`src/rtl/blowfish128_pkg.sv`:
```
`default_nettype none
// +----------------------------------------------------------------------------+
// | Package    : blowfish128_pkg                                                |
// | Description: Shared widths, key-bank indices and host FSM state encoding.   |
// | Revision   : 1.0 - initial release                                          |
// +----------------------------------------------------------------------------+
package blowfish128_pkg;

  localparam int         NUM_KEYS    = 7;
  localparam int         KEY_W       = 64;
  localparam int         BLK_W       = 128;
  localparam int         KLEN_W      = 4;
  localparam logic [2:0] KEY_LEN_IDX = 3'd7;

  typedef enum logic [1:0] {
    IDLE = 2'd0,
    RUN  = 2'd1,
    RESP = 2'd2,
    GAP  = 2'd3
  } state_t;

endpackage
`default_nettype wire

```
`src/rtl/blowfish128_key_bank.sv`:
```
`default_nettype none
// +----------------------------------------------------------------------------+
// | Module     : blowfish128_key_bank                                           |
// | Description: 7x64-bit key registers plus 4-bit key_length with one write    |
// |              port; read view forwards a same-cycle write.                   |
// | Revision   : 1.0 - initial release                                          |
// +----------------------------------------------------------------------------+
module blowfish128_key_bank
  import blowfish128_pkg::*;
(
  input  logic                      Clk,
  input  logic                      RstN,
  input  logic                      wr_en,
  input  logic [2:0]                wr_idx,
  input  logic [KEY_W-1:0]          wr_data,
  output logic [NUM_KEYS*KEY_W-1:0] rd_keys,
  output logic [KLEN_W-1:0]         rd_key_length
);

  logic [KLEN_W-1:0] r_klen;
  logic              w_klen_wr;

  for (genvar i = 0; i < NUM_KEYS; i++) begin : g_key
    logic [KEY_W-1:0] r_key;
    logic             w_wr;

    assign w_wr = wr_en && (wr_idx == 3'(i));

    always_ff @(posedge Clk or negedge RstN) begin
      if (!RstN) begin
        r_key <= '0;
      end else if (w_wr) begin
        r_key <= wr_data;
      end
    end

    // Forwarding lets a snapshot taken in the write cycle see the new value.
    assign rd_keys[i*KEY_W +: KEY_W] = w_wr ? wr_data : r_key;
  end

  assign w_klen_wr = wr_en && (wr_idx == KEY_LEN_IDX);

  always_ff @(posedge Clk or negedge RstN) begin
    if (!RstN) begin
      r_klen <= '0;
    end else if (w_klen_wr) begin
      r_klen <= wr_data[KLEN_W-1:0];
    end
  end

  assign rd_key_length = w_klen_wr ? wr_data[KLEN_W-1:0] : r_klen;

endmodule
`default_nettype wire

```
`src/rtl/blowfish128_host_ctrl.sv`:
```
`default_nettype none
// +----------------------------------------------------------------------------+
// | Module     : blowfish128_host_ctrl                                          |
// | Description: Host-side request/response driver for blowfish128_top's       |
// |              Enable/cipherReady handshake. Optional BF_HOST_TIMEOUT_EN      |
// |              adds a RUN watchdog that aborts with rsp_error.               |
// | Revision   : 1.0 - initial release                                          |
// +----------------------------------------------------------------------------+
module blowfish128_host_ctrl
  import blowfish128_pkg::*;
#(
  parameter int GAP_CYCLES     = 2,
  parameter int TIMEOUT_CYCLES = 4096
) (
  input  logic               Clk,
  input  logic               RstN,
  input  logic               key_wr_en,
  input  logic [2:0]         key_wr_idx,
  input  logic [KEY_W-1:0]   key_wr_data,
  input  logic               req_valid,
  output logic               req_ready,
  input  logic [BLK_W-1:0]   req_data,
  input  logic               req_encrypt,
  output logic               rsp_valid,
  input  logic               rsp_ready,
  output logic [BLK_W-1:0]   rsp_data,
  output logic               rsp_error,
  output logic               busy,
  output logic               core_enable,
  output logic               core_encrypt,
  output logic [BLK_W-1:0]   core_text,
  output logic [KEY_W-1:0]   core_key0,
  output logic [KEY_W-1:0]   core_key1,
  output logic [KEY_W-1:0]   core_key2,
  output logic [KEY_W-1:0]   core_key3,
  output logic [KEY_W-1:0]   core_key4,
  output logic [KEY_W-1:0]   core_key5,
  output logic [KEY_W-1:0]   core_key6,
  output logic [KLEN_W-1:0]  core_key_length,
  input  logic [BLK_W-1:0]   core_cipher,
  input  logic               core_ready
);

  localparam int GAP_W = $clog2(GAP_CYCLES + 1);

  state_t                    r_state;
  logic                      r_rst_done;
  logic                      r_first;
  logic [GAP_W-1:0]          r_gap_cnt;
  logic                      r_core_enable;
  logic                      r_core_encrypt;
  logic [BLK_W-1:0]          r_core_text;
  logic [KEY_W-1:0]          r_core_key [NUM_KEYS];
  logic [KLEN_W-1:0]         r_core_klen;
  logic                      r_rsp_valid;
  logic                      r_rsp_error;
  logic [BLK_W-1:0]          r_rsp_data;

  logic [NUM_KEYS*KEY_W-1:0] w_bank_keys;
  logic [KLEN_W-1:0]         w_bank_klen;
  logic                      w_req_ready;
  logic                      w_accept;
  logic                      w_timeout;

  blowfish128_key_bank u_key_bank (
    .Clk           (Clk),
    .RstN          (RstN),
    .wr_en         (key_wr_en),
    .wr_idx        (key_wr_idx),
    .wr_data       (key_wr_data),
    .rd_keys       (w_bank_keys),
    .rd_key_length (w_bank_klen)
  );

  // r_rst_done holds req_ready low for the first edge after reset release.
  assign w_req_ready = r_rst_done && (r_state == IDLE);
  assign w_accept    = req_valid && w_req_ready;

`ifdef BF_HOST_TIMEOUT_EN
  localparam int TO_W = $clog2(TIMEOUT_CYCLES + 1);

  logic [TO_W-1:0] r_to_cnt;

  always_ff @(posedge Clk or negedge RstN) begin
    if (!RstN) begin
      r_to_cnt <= '0;
    end else if (w_accept) begin
      r_to_cnt <= '0;
    end else if (r_state == RUN) begin
      r_to_cnt <= r_to_cnt + 1'b1;
    end
  end

  assign w_timeout = (r_state == RUN) && (r_to_cnt == TO_W'(TIMEOUT_CYCLES - 1));
`else
  logic w_unused_timeout_cfg;
  assign w_unused_timeout_cfg = (TIMEOUT_CYCLES != 0);
  assign w_timeout            = 1'b0;
`endif

  always_ff @(posedge Clk or negedge RstN) begin
    if (!RstN) begin
      r_state        <= IDLE;
      r_rst_done     <= 1'b0;
      r_first        <= 1'b0;
      r_gap_cnt      <= '0;
      r_core_enable  <= 1'b0;
      r_core_encrypt <= 1'b0;
      r_core_text    <= '0;
      r_core_klen    <= '0;
      r_rsp_valid    <= 1'b0;
      r_rsp_error    <= 1'b0;
      r_rsp_data     <= '0;
      for (int i = 0; i < NUM_KEYS; i++) begin
        r_core_key[i] <= '0;
      end
    end else begin
      r_rst_done <= 1'b1;
      case (r_state)
        IDLE: begin
          if (w_accept) begin
            r_core_text    <= req_data;
            r_core_encrypt <= req_encrypt;
            r_core_klen    <= w_bank_klen;
            for (int i = 0; i < NUM_KEYS; i++) begin
              r_core_key[i] <= w_bank_keys[i*KEY_W +: KEY_W];
            end
            r_core_enable  <= 1'b1;
            r_first        <= 1'b1;
            r_state        <= RUN;
          end
        end
        RUN: begin
          // cipherReady may still be high from the previous op in the first cycle.
          r_first <= 1'b0;
          if (!r_first && core_ready) begin
            r_rsp_data    <= core_cipher;
            r_rsp_error   <= 1'b0;
            r_rsp_valid   <= 1'b1;
            r_core_enable <= 1'b0;
            r_state       <= RESP;
          end else if (w_timeout) begin
            r_rsp_data    <= '0;
            r_rsp_error   <= 1'b1;
            r_rsp_valid   <= 1'b1;
            r_core_enable <= 1'b0;
            r_state       <= RESP;
          end
        end
        RESP: begin
          if (rsp_ready) begin
            r_rsp_valid <= 1'b0;
            r_rsp_error <= 1'b0;
            r_gap_cnt   <= '0;
            r_state     <= GAP;
          end
        end
        GAP: begin
          if (r_gap_cnt == GAP_W'(GAP_CYCLES - 1)) begin
            r_state <= IDLE;
          end else begin
            r_gap_cnt <= r_gap_cnt + 1'b1;
          end
        end
        default: r_state <= IDLE;
      endcase
    end
  end

  assign req_ready       = w_req_ready;
  assign busy            = (r_state != IDLE);
  assign rsp_valid       = r_rsp_valid;
  assign rsp_data        = r_rsp_data;
  assign rsp_error       = r_rsp_error;
  assign core_enable     = r_core_enable;
  assign core_encrypt    = r_core_encrypt;
  assign core_text       = r_core_text;
  assign core_key0       = r_core_key[0];
  assign core_key1       = r_core_key[1];
  assign core_key2       = r_core_key[2];
  assign core_key3       = r_core_key[3];
  assign core_key4       = r_core_key[4];
  assign core_key5       = r_core_key[5];
  assign core_key6       = r_core_key[6];
  assign core_key_length = r_core_klen;

endmodule
`default_nettype wire
```
`config.mk`:
```
export PLATFORM = sky130hd
export DESIGN_NAME = blowfish128_host_ctrl
export DESIGN_NICKNAME = d
export VERILOG_FILES = /design/src/rtl/blowfish128_pkg.sv /design/src/rtl/blowfish128_key_bank.sv /design/src/rtl/blowfish128_host_ctrl.sv
export SDC_FILE = /design/constraint.sdc
export NUM_CORES = 1
export LEC_CHECK = 0
export BUFFER_PORTS_ARGS = -buffer_cell sky130_fd_sc_hd__buf_2
export CAP_MARGIN = 20
export CORE_AREA = 5 5 404 406
export CTS_CLUSTER_SIZE = 20
export DETAILED_ROUTE_END_ITERATION = 10
export DIE_AREA = 0 0 409 411
export SLEW_MARGIN = 10
export SYNTH_ARGS = -nofsm -noshare
export SYNTH_HDL_FRONTEND = slang
export SYNTH_SLANG_ARGS = --single-unit
```
`constraint.sdc`:
```
create_clock -name Clk -period 6.25 [get_ports Clk]
set_clock_uncertainty 0.1 [all_clocks]
set_input_delay 0.9375 -clock Clk [delete_from_list [all_inputs] [get_ports Clk]]
set_output_delay 0.9375 -clock Clk [all_outputs]
set_load 0.01 [all_outputs]
```
* After elaboration in Yosys (flattened, before gate mapping) *
Cells that the tools add are included.

operators by class
  add/sub/neg operators = 1
  equality and inequality tests = 16
  multiplexer cells = 24
  reduce and logical (&&, ||, !) cells = 25

operators with widths
  cell                                                 count
  2-to-1 mux 64 bit                                    7
  equality test 3 bit, second input constant           4
  2-to-1 mux 2 bit                                     6
  logical AND 1 bit                                    11
  inequality test 2 bit, second input constant         5
  AND reduction 3 bit                                  3
  case mux 1 bit (2 select lines)                      4
  case mux 2 bit (4 select lines)                      1
  nonzero test 2 bit                                   4
  equality test 3 x 2 -> 1 bit, second input constant  2
  AND reduction 2 bit                                  3
  equality test 2 x 1 -> 1 bit, second input constant  2
  equality test 2 bit, second input constant           2
  2-to-1 mux 1 bit                                     4
  2-to-1 mux 4 bit                                     1
  case mux 2 bit (2 select lines)                      1
  AND reduction 4 bit                                  1
  equality test 3 x 1 -> 1 bit, second input constant  1
  zero test 3 bit                                      1
  adder 2 x 1 -> 2 bit, second input constant          1
  zero test 2 bit                                      1
  zero test 1 bit                                      1

storage, ports and cells
  register bits = 1,170
  input bits = 330
  output and inout port bits = 714
  logic and storage cells = 92

* Depth between registers and ports, before layout *
Gate-level depths: netlist of the first run.

  word-level depth = 5
  gate-level depth with buffers = 9
  mapped depth without buffers = 5

* Cells and area by module *
From an unflattened synthesis of the first run, not the netlist that was laid out.

unflattened totals
  cell total of the unflattened synthesis = 3,737
  area, all modules = 44,980.6 µm²

modules (own cells, without submodules)
  module                 instances  cells an instance  area each (µm²)  seq. area each (µm²)
  blowfish128_host_ctrl  1          2,776              27,199.8         17,942.2
  blowfish128_key_bank   1          961                17,780.8         11,310.8

* Least setup slack after synthesis of the first run *
No wires, ideal clock.

  kind = input-to-reg
  from = input key_wr_idx[1]
  to = register r_core_key (netlist bit core_key0[0])
  library setup time = 0.125 ns
  data arrival time = 2.192 ns
  required time = 6.025 ns
  slack = 3.833 ns
  cell stages on the path = 5
  path buffers = 2
  cell sequence = nor4b_1 -> buf_2 -> buf_4 -> mux2_2 -> mux2_2

between the ends
  longest elaborated chain between the ends = 3

RTL lines
  what                             RTL line                      RTL
  from (decl)                      blowfish128_host_ctrl.sv:18   input logic [2:0] key_wr_idx,
  zero test 3 bit                  blowfish128_key_bank.sv:27    assign w_wr = wr_en && (wr_idx == 3'(i));
  logical AND 1 bit                blowfish128_key_bank.sv:27
  2-to-1 mux 64 bit                --
  named net u_key_bank.rd_keys[0]  blowfish128_key_bank.sv:16    output logic [NUM_KEYS*KEY_W-1:0] rd_keys,
  to (signal, indexed assignment)  blowfish128_host_ctrl.sv:126  r_core_key[i] <= w_bank_keys[i*KEY_W +: KEY_W];
  to (decl)                        blowfish128_host_ctrl.sv:53   logic [KEY_W-1:0] r_core_key [NUM_KEYS];

The timed path passes the listed nets, and every way through them passes these cells.
A chain may end at the register's enable or synchronous reset.

* Final worst setup path of the first run *
  from = register r_state[1]
  to = register r_core_key (netlist bit core_key0[57])

between the ends
  longest elaborated chain between the ends = 4

RTL lines
  what                                      RTL line                                                   RTL
  from (decl)                               blowfish128_host_ctrl.sv:46                                state_t r_state;
  from (signal assigned)                    blowfish128_host_ctrl.sv:103                               r_state <= IDLE;
  from (signal assigned)                    blowfish128_host_ctrl.sv:130                               r_state <= RUN;
  from (signal assigned)                    blowfish128_host_ctrl.sv:141                               r_state <= RESP;
  zero test 2 bit (*)                       blowfish128_host_ctrl.sv:76, blowfish128_host_ctrl.sv:119
  logical AND 1 bit                         blowfish128_host_ctrl.sv:76                                assign w_req_ready = r_rst_done && (r_state == IDLE);
  logical AND 1 bit                         blowfish128_host_ctrl.sv:77                                assign w_accept = req_valid && w_req_ready;
  AND reduction 2 bit (no source line) (*)  --

Mark *: on every way between the ends. The rest lies on a longest branch, timed or not.

==> run metrics, run 1 <==
standard-cell rows 147; cell type contributing the most total cell area after synthesis dfrtp_1; share of the synthesized area in the top cell type 64.8%; kind of cell adding the most delay to the critical path simple AND/OR/NAND/NOR gates; Mapped Cells 2784; maximum level of the CTS H-tree 4; status complete, no violations; portion of netlist area occupied by mux cells 28.8%; remaining antenna violation count 0; Netlist Area Pre-Place 0.0452 mm^2; Core Box Area 0.159 mm^2; Worst Path Required 6780 ps; Die Wd 409 um; P_leak 27.7 nW; crit path kind register to register; DRC errors left 0; aggregate routed wire length 172000 um; share of synthesized cell area in and, or, nand and nor gates 3.56%; worst setup slack before clock tree synthesis 2790 ps; Buffers on Ports 1042; post-route minimum period 3120 ps; clock root buffer clkbuf_16; total negative slack 0 ps; die span in y 411 um; fraction of the mapped netlist area in adder cells 0.139%; sequence of cells on the critical path inv_1 -> ha_1 -> and3_4 -> buf_12 -> mux2_2; post-CTS clock slew at the launch and capture registers of the worst setup and hold paths 70 ps; commonest non-fill, non-tap cells in the layout dfrtp_1, buf_2, mux2_2; CTS max path bufs 3; distinct cell type count of the synthesized netlist 37; Pwr per Cell Area 524 mW/mm^2; initial core utilization 28.3%; number of clock buffers inserted by TritonCTS 135; hold buffers post-CTS 0; met2 capacity usage during global routing 31.0%; Worst EP arrival 3640 ps; Critical Path Max Stage Delay 840 ps; total number of nets in the final design 4198; warnings from Yosys 0; number of endpoints failing setup at the final stage 0; crit path buf inv count 2; final worst-path cycle share 49.9%; fill cell count 15400; antenna violations before repair 109; maximum number of pins on one net before global-route repair 159; clock tree from TritonCTS done; final slew viol count 0; RSZ-0062 raised after global routing false; fraction of the mapped netlist area in compound gates 0.213%; vias per inst 4.53; Post-Synthesis Mean Instance Area 16.2 um^2; final count of hold timing violations 0; count of buffers added by post-CTS timing repair for setup 0; Area growth syn-to-layout 26.7%; Biggest register u_key_bank.g_key.r_key; vias in the first global route 28500; nets in the synthesized netlist 3119; Slowest-stage cell, CP and3_4; Seq cells post-synth 1169; overall global routing resource usage 19.8%; max-cap violation count 0; Die Footprint 0.168 mm^2; Seq/Total Area, Yosys 64.8%; DR WL/cell 28.1 um; VDD IR-drop max 0.000278 V; number of clock sinks seen by CTS 1169; max reg flops 448; Final WS setup 3130 ps; most common cell after layout, fill and taps aside dfrtp_1; wire length of the first global-routing pass 236000 um; Congestion Overflow GR 0; Slew @ Worst Pin 978 ps; met3 Use GR 7.10%; power after layout 30.0 mW; maximum fanout along the worst path 110; leading cell types by total area after synthesis dfrtp_1, mux2_2, mux2_4; class of the worst hold path input pin to asynchronous set/reset pin; startpoint type of the worst setup path register; post-cts gate resize count 0; dominant combinational cell family by area after synthesis multiplexers; later-pin clock latency in the skew report 740 ps; GR peak layer met2; slew margin rel. 34.8%; count of boundary I/O pins 1044; detailed-placement wirelength estimate 128000 um; total iterations of the first detailed-routing run 7; top achievable clock speed 0.321 GHz; Final GP Congestion 1.08; initial DRC count 2096; fraction of layout instances using a drive strength above 1 59.1%; number of vias after detailed routing 27700; met1 track utilization from global routing 25.6%; post-synthesis xor/xnor area fraction 0%; type of element capturing the critical path register
-- per-layer routing --
metal	up-vias	share of wire [%]
li1	11800	-
met1	14500	42
met2	1045	46
met3	281	8.4
met4	20	2.9
met5	-	0.078
-- through the flow --
step                      util, %  hold slack (ps)  cell area (um^2)  instances
after floorplan                 -              367             45200       2784
after global placement       32.9              355             52500       5812
after detailed placement     32.9              357             52500       5812
after CTS                    35.8              117             57100       6052
after global routing         35.8              146             57100       6071
final                        35.9              162             57200       6099
-- logic make-up (layout without fill, tap and decap cells) --
| family | count (synthesis) | count (layout) |
|---|---|---|
| other cells | 2 | 49 |
| flops | 1169 | 1169 |
| mux | 1035 | 1035 |
| compound gates | 13 | 13 |
| buf+inv | 151 | 1333 |
| simple gates | 409 | 409 |
| fa+ha+maj | 5 | 5 |
-- power by group --
group          switching [mW]  total (mW)  internal, mW
clock network            3.30        8.22          4.91
registers                1.58        12.0          10.5
logic                    5.23        9.69          4.46
-- Yosys cell counts, drive strengths merged --
cell     number
mux2i         2
and3          1
a22oi         1
nor2b         2
nand2       391
ha            5
a22o          1
nand4b        3
conb          2
a21boi        1
or2           1
nand3         1
clkbuf       21
o221ai        1
and4bb        3
o22a          1
nor3b         1
buf         122
nand4         1
a2111oi       1
a2111o        1
nor4b         1
nand3b        1
inv           8
nand2b        1
a21oi         2
mux2       1033
nor2          1
dfrtp      1169
and2          1
a21bo         1
o21ai         3
-- path summary, 6_finish.rpt --
kind | start | to | slack, ps | depth (start not counted)
setup / recovery | r_state[1]$_DFFE_PN0P_ | core_key0[57]$_DFFE_PN0P_ | 3130 | 5
min in group Clk | req_data[109] | core_text[109]$_DFFE_PN0P_ | 270 | 3
hold reg to reg | core_text[55]$_DFFE_PN0P_ | core_text[55]$_DFFE_PN0P_ | 370 | 2
hold / removal | RstN | u_key_bank.g_key[0].r_key[50]$_DFF_PN0_ | 160 | 1
max in group asynchronous | RstN | rsp_data[28]$_DFFE_PN0P_ | 4450 | 2
setup reg to reg | r_state[1]$_DFFE_PN0P_ | core_key0[57]$_DFFE_PN0P_ | 3130 | 5
-- area by class of cell --
cell class	count	area (um^2)	area share, %
clock buffers	183	3860	6.75
multi-input cells	1464	14800	25.9
repair buffers	1085	5750	10.0
inverters	8	30.0	0.0525
well taps	2086	2610	4.56
clock inverters	57	785	1.37
diodes	47	118	0.206
flip-flops and latches	1169	29300	51.1
No activity file was read; power rests on OpenSTA's default activity.
==> inputs of run 2 (changes only) <==
--- a/config.mk
+++ b/config.mk
@@ -7,10 +7,10 @@
 export LEC_CHECK = 0
 export BUFFER_PORTS_ARGS = -buffer_cell sky130_fd_sc_hd__buf_2
 export CAP_MARGIN = 20
-export CORE_AREA = 5 5 404 406
+export CORE_AREA = 5 5 403 405
 export CTS_CLUSTER_SIZE = 20
 export DETAILED_ROUTE_END_ITERATION = 10
-export DIE_AREA = 0 0 409 411
+export DIE_AREA = 0 0 408 410
 export SLEW_MARGIN = 10
 export SYNTH_ARGS = -nofsm -noshare
 export SYNTH_HDL_FRONTEND = slang
==> constraint.sdc (replaced) <==
create_clock -name Clk -period 2.75 [get_ports Clk]
set_clock_uncertainty 0.1 [all_clocks]
set_input_delay 0.4125 -clock Clk [delete_from_list [all_inputs] [get_ports Clk]]
set_output_delay 0.4125 -clock Clk [all_outputs]
set_load 0.01 [all_outputs]
==> run metrics, run 2 (synthesis results as in run 1) <==
Pwr per Cell Area 1130 mW/mm^2 (+120%); initial DRC count 1848 (-12%); post-layout util 38.8% (+2.9 points); CTS max path bufs 3 (unchanged); vias in the first global route 30300 (+6.2%); post-route design area 0.0613 mm^2 (+7.1%); number of clock buffers inserted by TritonCTS 136 (+0.74%); RSZ-0062 raised after global routing false; detailed-placement wirelength estimate 135000 um (+5.1%); type of element capturing the critical path primary output; met2 capacity usage during global routing 32.7% (+1.7 points); Worst Path Required 2240 ps (-4540 ps); number of vias after detailed routing 29100 (+5.3%); maximum level of the CTS H-tree 4 (unchanged); max-cap violation count 0 (unchanged); max reg flops 448 (unchanged); count of boundary I/O pins 1044 (unchanged); Final WS setup 279 ps (-2850 ps); maximum number of pins on one net before global-route repair 84 (-47%); power after layout 69.1 mW (+130%); Congestion Overflow GR 0 (unchanged); die span in y 410 um (-0.24%); post-layout instance count excluding filler cells 6432 (+5.5%); met3 Use GR 6.47% (-0.63 points); Final GP Congestion 1.01 (-6.3%); maximum fanout along the worst path 5 (-95%); number of clock sinks seen by CTS 1169 (unchanged); placed standard-cell area 0.0534 mm^2 (+1.8%); Hold Crit Depth 2; crit path kind register to primary output; standard-cell rows 146 (-0.68%); number of endpoints failing setup at the final stage 0 (unchanged); status complete, no violations; initial core utilization 28.6% (+0.26 points); post-CTS clock slew at the launch and capture registers of the worst setup and hold paths 60 ps (about the same); met1 track utilization from global routing 26.5% (+0.82 points); remaining antenna violation count 0 (unchanged); final worst-path cycle share 89.9%; total iterations of the first detailed-routing run 5 (-2); Hold Worst Slack 66.0 ps (-95.6 ps); fraction of layout instances using a drive strength above 1 55.4% (-3.8 points); class of the worst hold path input pin to register; fill cell count 14800 (-3.4%); post-route minimum period 2470 ps; Core Box Area 0.158 mm^2 (-0.91%); VDD IR-drop max 0.000742 V (+170%); antenna violations before repair 50 (-54%); DRC errors left 0 (unchanged); clock root buffer clkbuf_16; P_leak 29.5 nW (+6.5%); most common cell after layout, fill and taps aside dfrtp_1; total negative slack 0 ps (unchanged); slew margin rel. 47.9% (+13 points); Post-Place Cells 5859 (+0.81%); Die Footprint 0.167 mm^2 (-0.49%); final count of hold timing violations 0 (unchanged); overall global routing resource usage 20.5% (+0.67 points); aggregate routed wire length 176000 um (+2.9%); post-cts gate resize count 0 (unchanged); total number of nets in the final design 4570 (+8.9%); Die Wd 408 um (-0.24%); vias per inst 4.53 (-0.15%); later-pin clock latency in the skew report 750 ps (about the same); final slew viol count 0 (unchanged); hold buffers post-CTS 310 (+310); worst setup slack before clock tree synthesis 441 ps (-2350 ps); Area growth syn-to-layout 35.6%; top achievable clock speed 0.405 GHz; wire length of the first global-routing pass 244000 um (+3.6%); Buffers on Ports 1042 (unchanged); count of buffers added by post-CTS timing repair for setup 0 (unchanged); Slew @ Worst Pin 781 ps (-197 ps); startpoint type of the worst setup path register; Worst EP arrival 1960 ps (-1680 ps); clock tree from TritonCTS done; Biggest register u_key_bank.g_key.r_key; cell depth of the worst flop-to-flop path 5 (unchanged); commonest non-fill, non-tap cells in the layout dfrtp_1, buf_2, mux2_2; DR WL/cell 27.4 um (-2.5%); GR peak layer met2
[run 2: changes by cell type in the layout (fill, tap and decap cells not counted), moves of 2 or more]
| cell | before | now |
|---|---|---|
| dlygate4sd3_1 | 0 | 310 |
| buf_12 | 16 | 56 |
| diode_2 | 47 | 15 |
| buf_4 | 27 | 49 |
| clkbuf_1 | 22 | 30 |
| clkbuf_8 | 22 | 27 |
| clkinv_2 | 23 | 20 |
| clkbuf_16 | 139 | 141 |
| clkinv_8 | 3 | 5 |
| inv_6 | 5 | 3 |
[run 2: path summary, 6_finish.rpt]
| check | start | end | slack (ps) |
|---|---|---|---|
| setup / recovery | r_state[0]$_DFFE_PN0P_ | busy | 280 |
| hold / removal | key_wr_data[20] | u_key_bank.g_key[6].r_key[20]$_DFF_PN0_ | 70 |
| setup reg to reg | r_state[0]$_DFFE_PN0P_ | core_key6[56]$_DFFE_PN0P_ | 460 |
| hold reg to reg | core_text[56]$_DFFE_PN0P_ | core_text[56]$_DFFE_PN0P_ | 370 |
| max in group asynchronous | RstN | u_key_bank.g_key[5].r_key[20]$_DFF_PN0_ | 1320 |
| min in group asynchronous | RstN | core_key0[39]$_DFFE_PN0P_ | 140 |
[run 2: power breakdown]
group | internal (mW) | switching, mW | total, mW
registers | 23.8 | 4.01 | 27.8
logic | 10.6 | 11.7 | 22.3
clock network | 11.4 | 7.60 | 19.0
[run 2: critical path: stages (launching register included)]
cell and delay [ps]:
dfrtp_1 390, inv_1 90, ha_1 220, buf_4 160
inv_1 190, buf_2 180
[run 2: layer usage]
metal,wire length (um),part of all wire [%]
met1,74000,42
met2,82300,47
met3,14000,7.9
met4,6070,3.4
met5,69,0.039
[run 2: cell type report]
type,instances,area [um^2],share of cell area [%]
Tap cell,2072,2590,4.23
Multi-Input combinational cell,1464,14800,24.2
Antenna cell,15,37.5,0.0613
Timing Repair Buffer,1456,9800,16.0
Sequential cell,1169,29300,47.8
Clock buffer,198,4010,6.55
Clock inverter,50,716,1.17
Inverter,8,30.0,0.0490
==> inputs of run 3 (changes only) <==
--- a/config.mk
+++ b/config.mk
@@ -5,12 +5,12 @@
 export SDC_FILE = /design/constraint.sdc
 export NUM_CORES = 1
 export LEC_CHECK = 0
-export BUFFER_PORTS_ARGS = -buffer_cell sky130_fd_sc_hd__buf_2
+export BUFFER_PORTS_ARGS = -buffer_cell sky130_fd_sc_hd__buf_4
 export CAP_MARGIN = 20
-export CORE_AREA = 5 5 403 405
+export CORE_AREA = 5 5 407 409
 export CTS_CLUSTER_SIZE = 20
 export DETAILED_ROUTE_END_ITERATION = 10
-export DIE_AREA = 0 0 408 410
+export DIE_AREA = 0 0 412 414
 export SLEW_MARGIN = 10
 export SYNTH_ARGS = -nofsm -noshare
 export SYNTH_HDL_FRONTEND = slang
==> constraint.sdc (replaced) <==
create_clock -name Clk -period 2.7 [get_ports Clk]
set_clock_uncertainty 0.1 [all_clocks]
set_input_delay 0.405 -clock Clk [delete_from_list [all_inputs] [get_ports Clk]]
set_output_delay 0.405 -clock Clk [all_outputs]
set_load 0.01 [all_outputs]
==> run metrics, run 3 (synthesis results as in run 1) <==
final slew viol count 0 (unchanged); Post-Place Cells 5958 (+1.7%); Core Box Area 0.162 mm^2 (+2.3%); final count of hold timing violations 0 (unchanged); aggregate routed wire length 183000 um (+3.9%); total iterations of the first detailed-routing run 5 (unchanged); Worst Path Required 2190 ps (-50 ps); max-cap violation count 0 (unchanged); remaining antenna violation count 0 (unchanged); vias in the first global route 30800 (+1.7%); Buffers on Ports 1042 (unchanged); final worst-path cycle share 95.3%; P_leak 30.2 nW (+2.4%); CP startpoint r_state[0]$_DFFE_PN0P_; number of clock buffers inserted by TritonCTS 137 (+0.74%); VDD IR-drop max 0.000629 V (-15%); overall global routing resource usage 21.0% (+0.56 points); commonest non-fill, non-tap cells in the layout dfrtp_1, buf_4, mux2_2; number of vias after detailed routing 29000 (-0.34%); number of clock sinks seen by CTS 1169 (unchanged); type of element capturing the critical path primary output; max reg flops 448 (unchanged); later-pin clock latency in the skew report 770 ps (+20 ps); worst flop-to-flop path startpoint r_state[0]$_DFFE_PN0P_; standard-cell rows 148 (+1.4%); beginning of the worst hold path key_wr_data[18]; maximum number of pins on one net before global-route repair 123 (+46%); Worst EP arrival 2070 ps (+110 ps); Congestion Overflow GR 0 (unchanged); wire length of the first global-routing pass 253000 um (+3.7%); Pwr per Cell Area 1150 mW/mm^2 (+2.3%); post-cts gate resize count 0 (unchanged); total negative slack 0 ps (unchanged); slew margin rel. 42.7% (-5.2 points); Area growth syn-to-layout 41.5%; clock tree from TritonCTS done; most common cell after layout, fill and taps aside dfrtp_1; worst setup slack before clock tree synthesis 154 ps (-287 ps); antenna violations before repair 46 (-8.0%); top achievable clock speed 0.389 GHz; die span in y 414 um (+0.98%); Final WS setup 126 ps (-152 ps); DRC errors left 0 (unchanged); post-layout instance count excluding filler cells 6554 (+1.9%); CTS max path bufs 3 (unchanged); fraction of layout instances using a drive strength above 1 55.2% (-0.14 points); Die Footprint 0.171 mm^2 (+2.0%); DR WL/cell 28.0 um (+2.0%); status complete, no violations; Die Wd 412 um (+0.98%); Slew @ Worst Pin 859 ps (+78.2 ps); hold buffers post-CTS 324 (+4.5%); RSZ-0062 raised after global routing false; total number of nets in the final design 4581 (+0.24%); maximum fanout along the worst path 6 (+1); crit path kind register to primary output; class of the worst hold path input pin to register; post-route minimum period 2570 ps; vias per inst 4.43 (-2.2%); startpoint type of the worst setup path register; Final GP Congestion 0.989 (-2.1%); clock root buffer clkbuf_16; detailed-placement wirelength estimate 140000 um (+4.2%); count of buffers added by post-CTS timing repair for setup 0 (unchanged); initial DRC count 2040 (+10%); maximum level of the CTS H-tree 4 (unchanged); post-CTS clock slew at the launch and capture registers of the worst setup and hold paths 60 ps (about the same); initial core utilization 27.9% (-0.64 points); Biggest register u_key_bank.g_key.r_key; count of boundary I/O pins 1044 (unchanged); number of endpoints failing setup at the final stage 0 (unchanged)
## run 3: area by class of cell
class,instances,area [um^2]
timing repair buffer,1466,12400
sequential,1169,29300
tap,2175,2720
clock buffer,188,3880
fill,15200,97700
clock inverter,59,805
multi-input combinational,1464,14800
inverter,8,30.0
antenna,25,62.6
## run 3: where the power goes
part / leakage [nW] / internal, mW / switching (mW)
Clock: 2.30 / 11.5 / 7.86
Sequential: 14.2 / 24.2 / 4.48
Combinational: 13.7 / 13.7 / 12.0
Total: 30.2 / 49.5 / 24.3
## run 3: path summary, 6_finish.rpt
check | slack (ps) | endpoint | depth (start not counted)
setup reg to reg | 310 | core_key2[63]$_DFFE_PN0P_ | 6
min in group asynchronous | 120 | core_key5[63]$_DFFE_PN0P_ | 2
max in group asynchronous | 1210 | u_key_bank.g_key[3].r_key[13]$_DFF_PN0_ | 3
hold / removal | 60 | u_key_bank.g_key[2].r_key[18]$_DFF_PN0_ | 2
hold reg to reg | 370 | core_text[39]$_DFFE_PN0P_ | 2
setup / recovery | 130 | busy | 4
## run 3: worst max-delay path, stage by stage, from the launching register on
cell     delay (ps)
dfrtp_1         380
inv_1            90
ha_1            280
inv_1           350
buf_4           200
## run 3: metrics by stage
stage / utilization, % / cell area [um^2] / total power [mW] / hold slack (ps)
3_5_place_dp: 34.6 / 55900 / 54.4 / 310
6_report: 39.5 / 63900 / 73.8 / 59.0
3_3_place_gp: 34.6 / 55900 / 54.1 / 305
2_1_floorplan: - / 45200 / 38.8 / 9.41
5_1_grt: 39.5 / 63900 / 77.1 / 30.0
4_1_cts: 39.5 / 63900 / 74.7 / 5.57
## run 3: metal layers
layer / GRT usage (%) / share of wire [%] / vias to the layer above
met5: 0 / 0.022 / -
met1: 26.4 / 41 / 15200
li1: - / - / 12500
met4: 5.75 / 2.7 / 6
met3: 6.92 / 7.9 / 243
met2: 34.8 / 48 / 1019
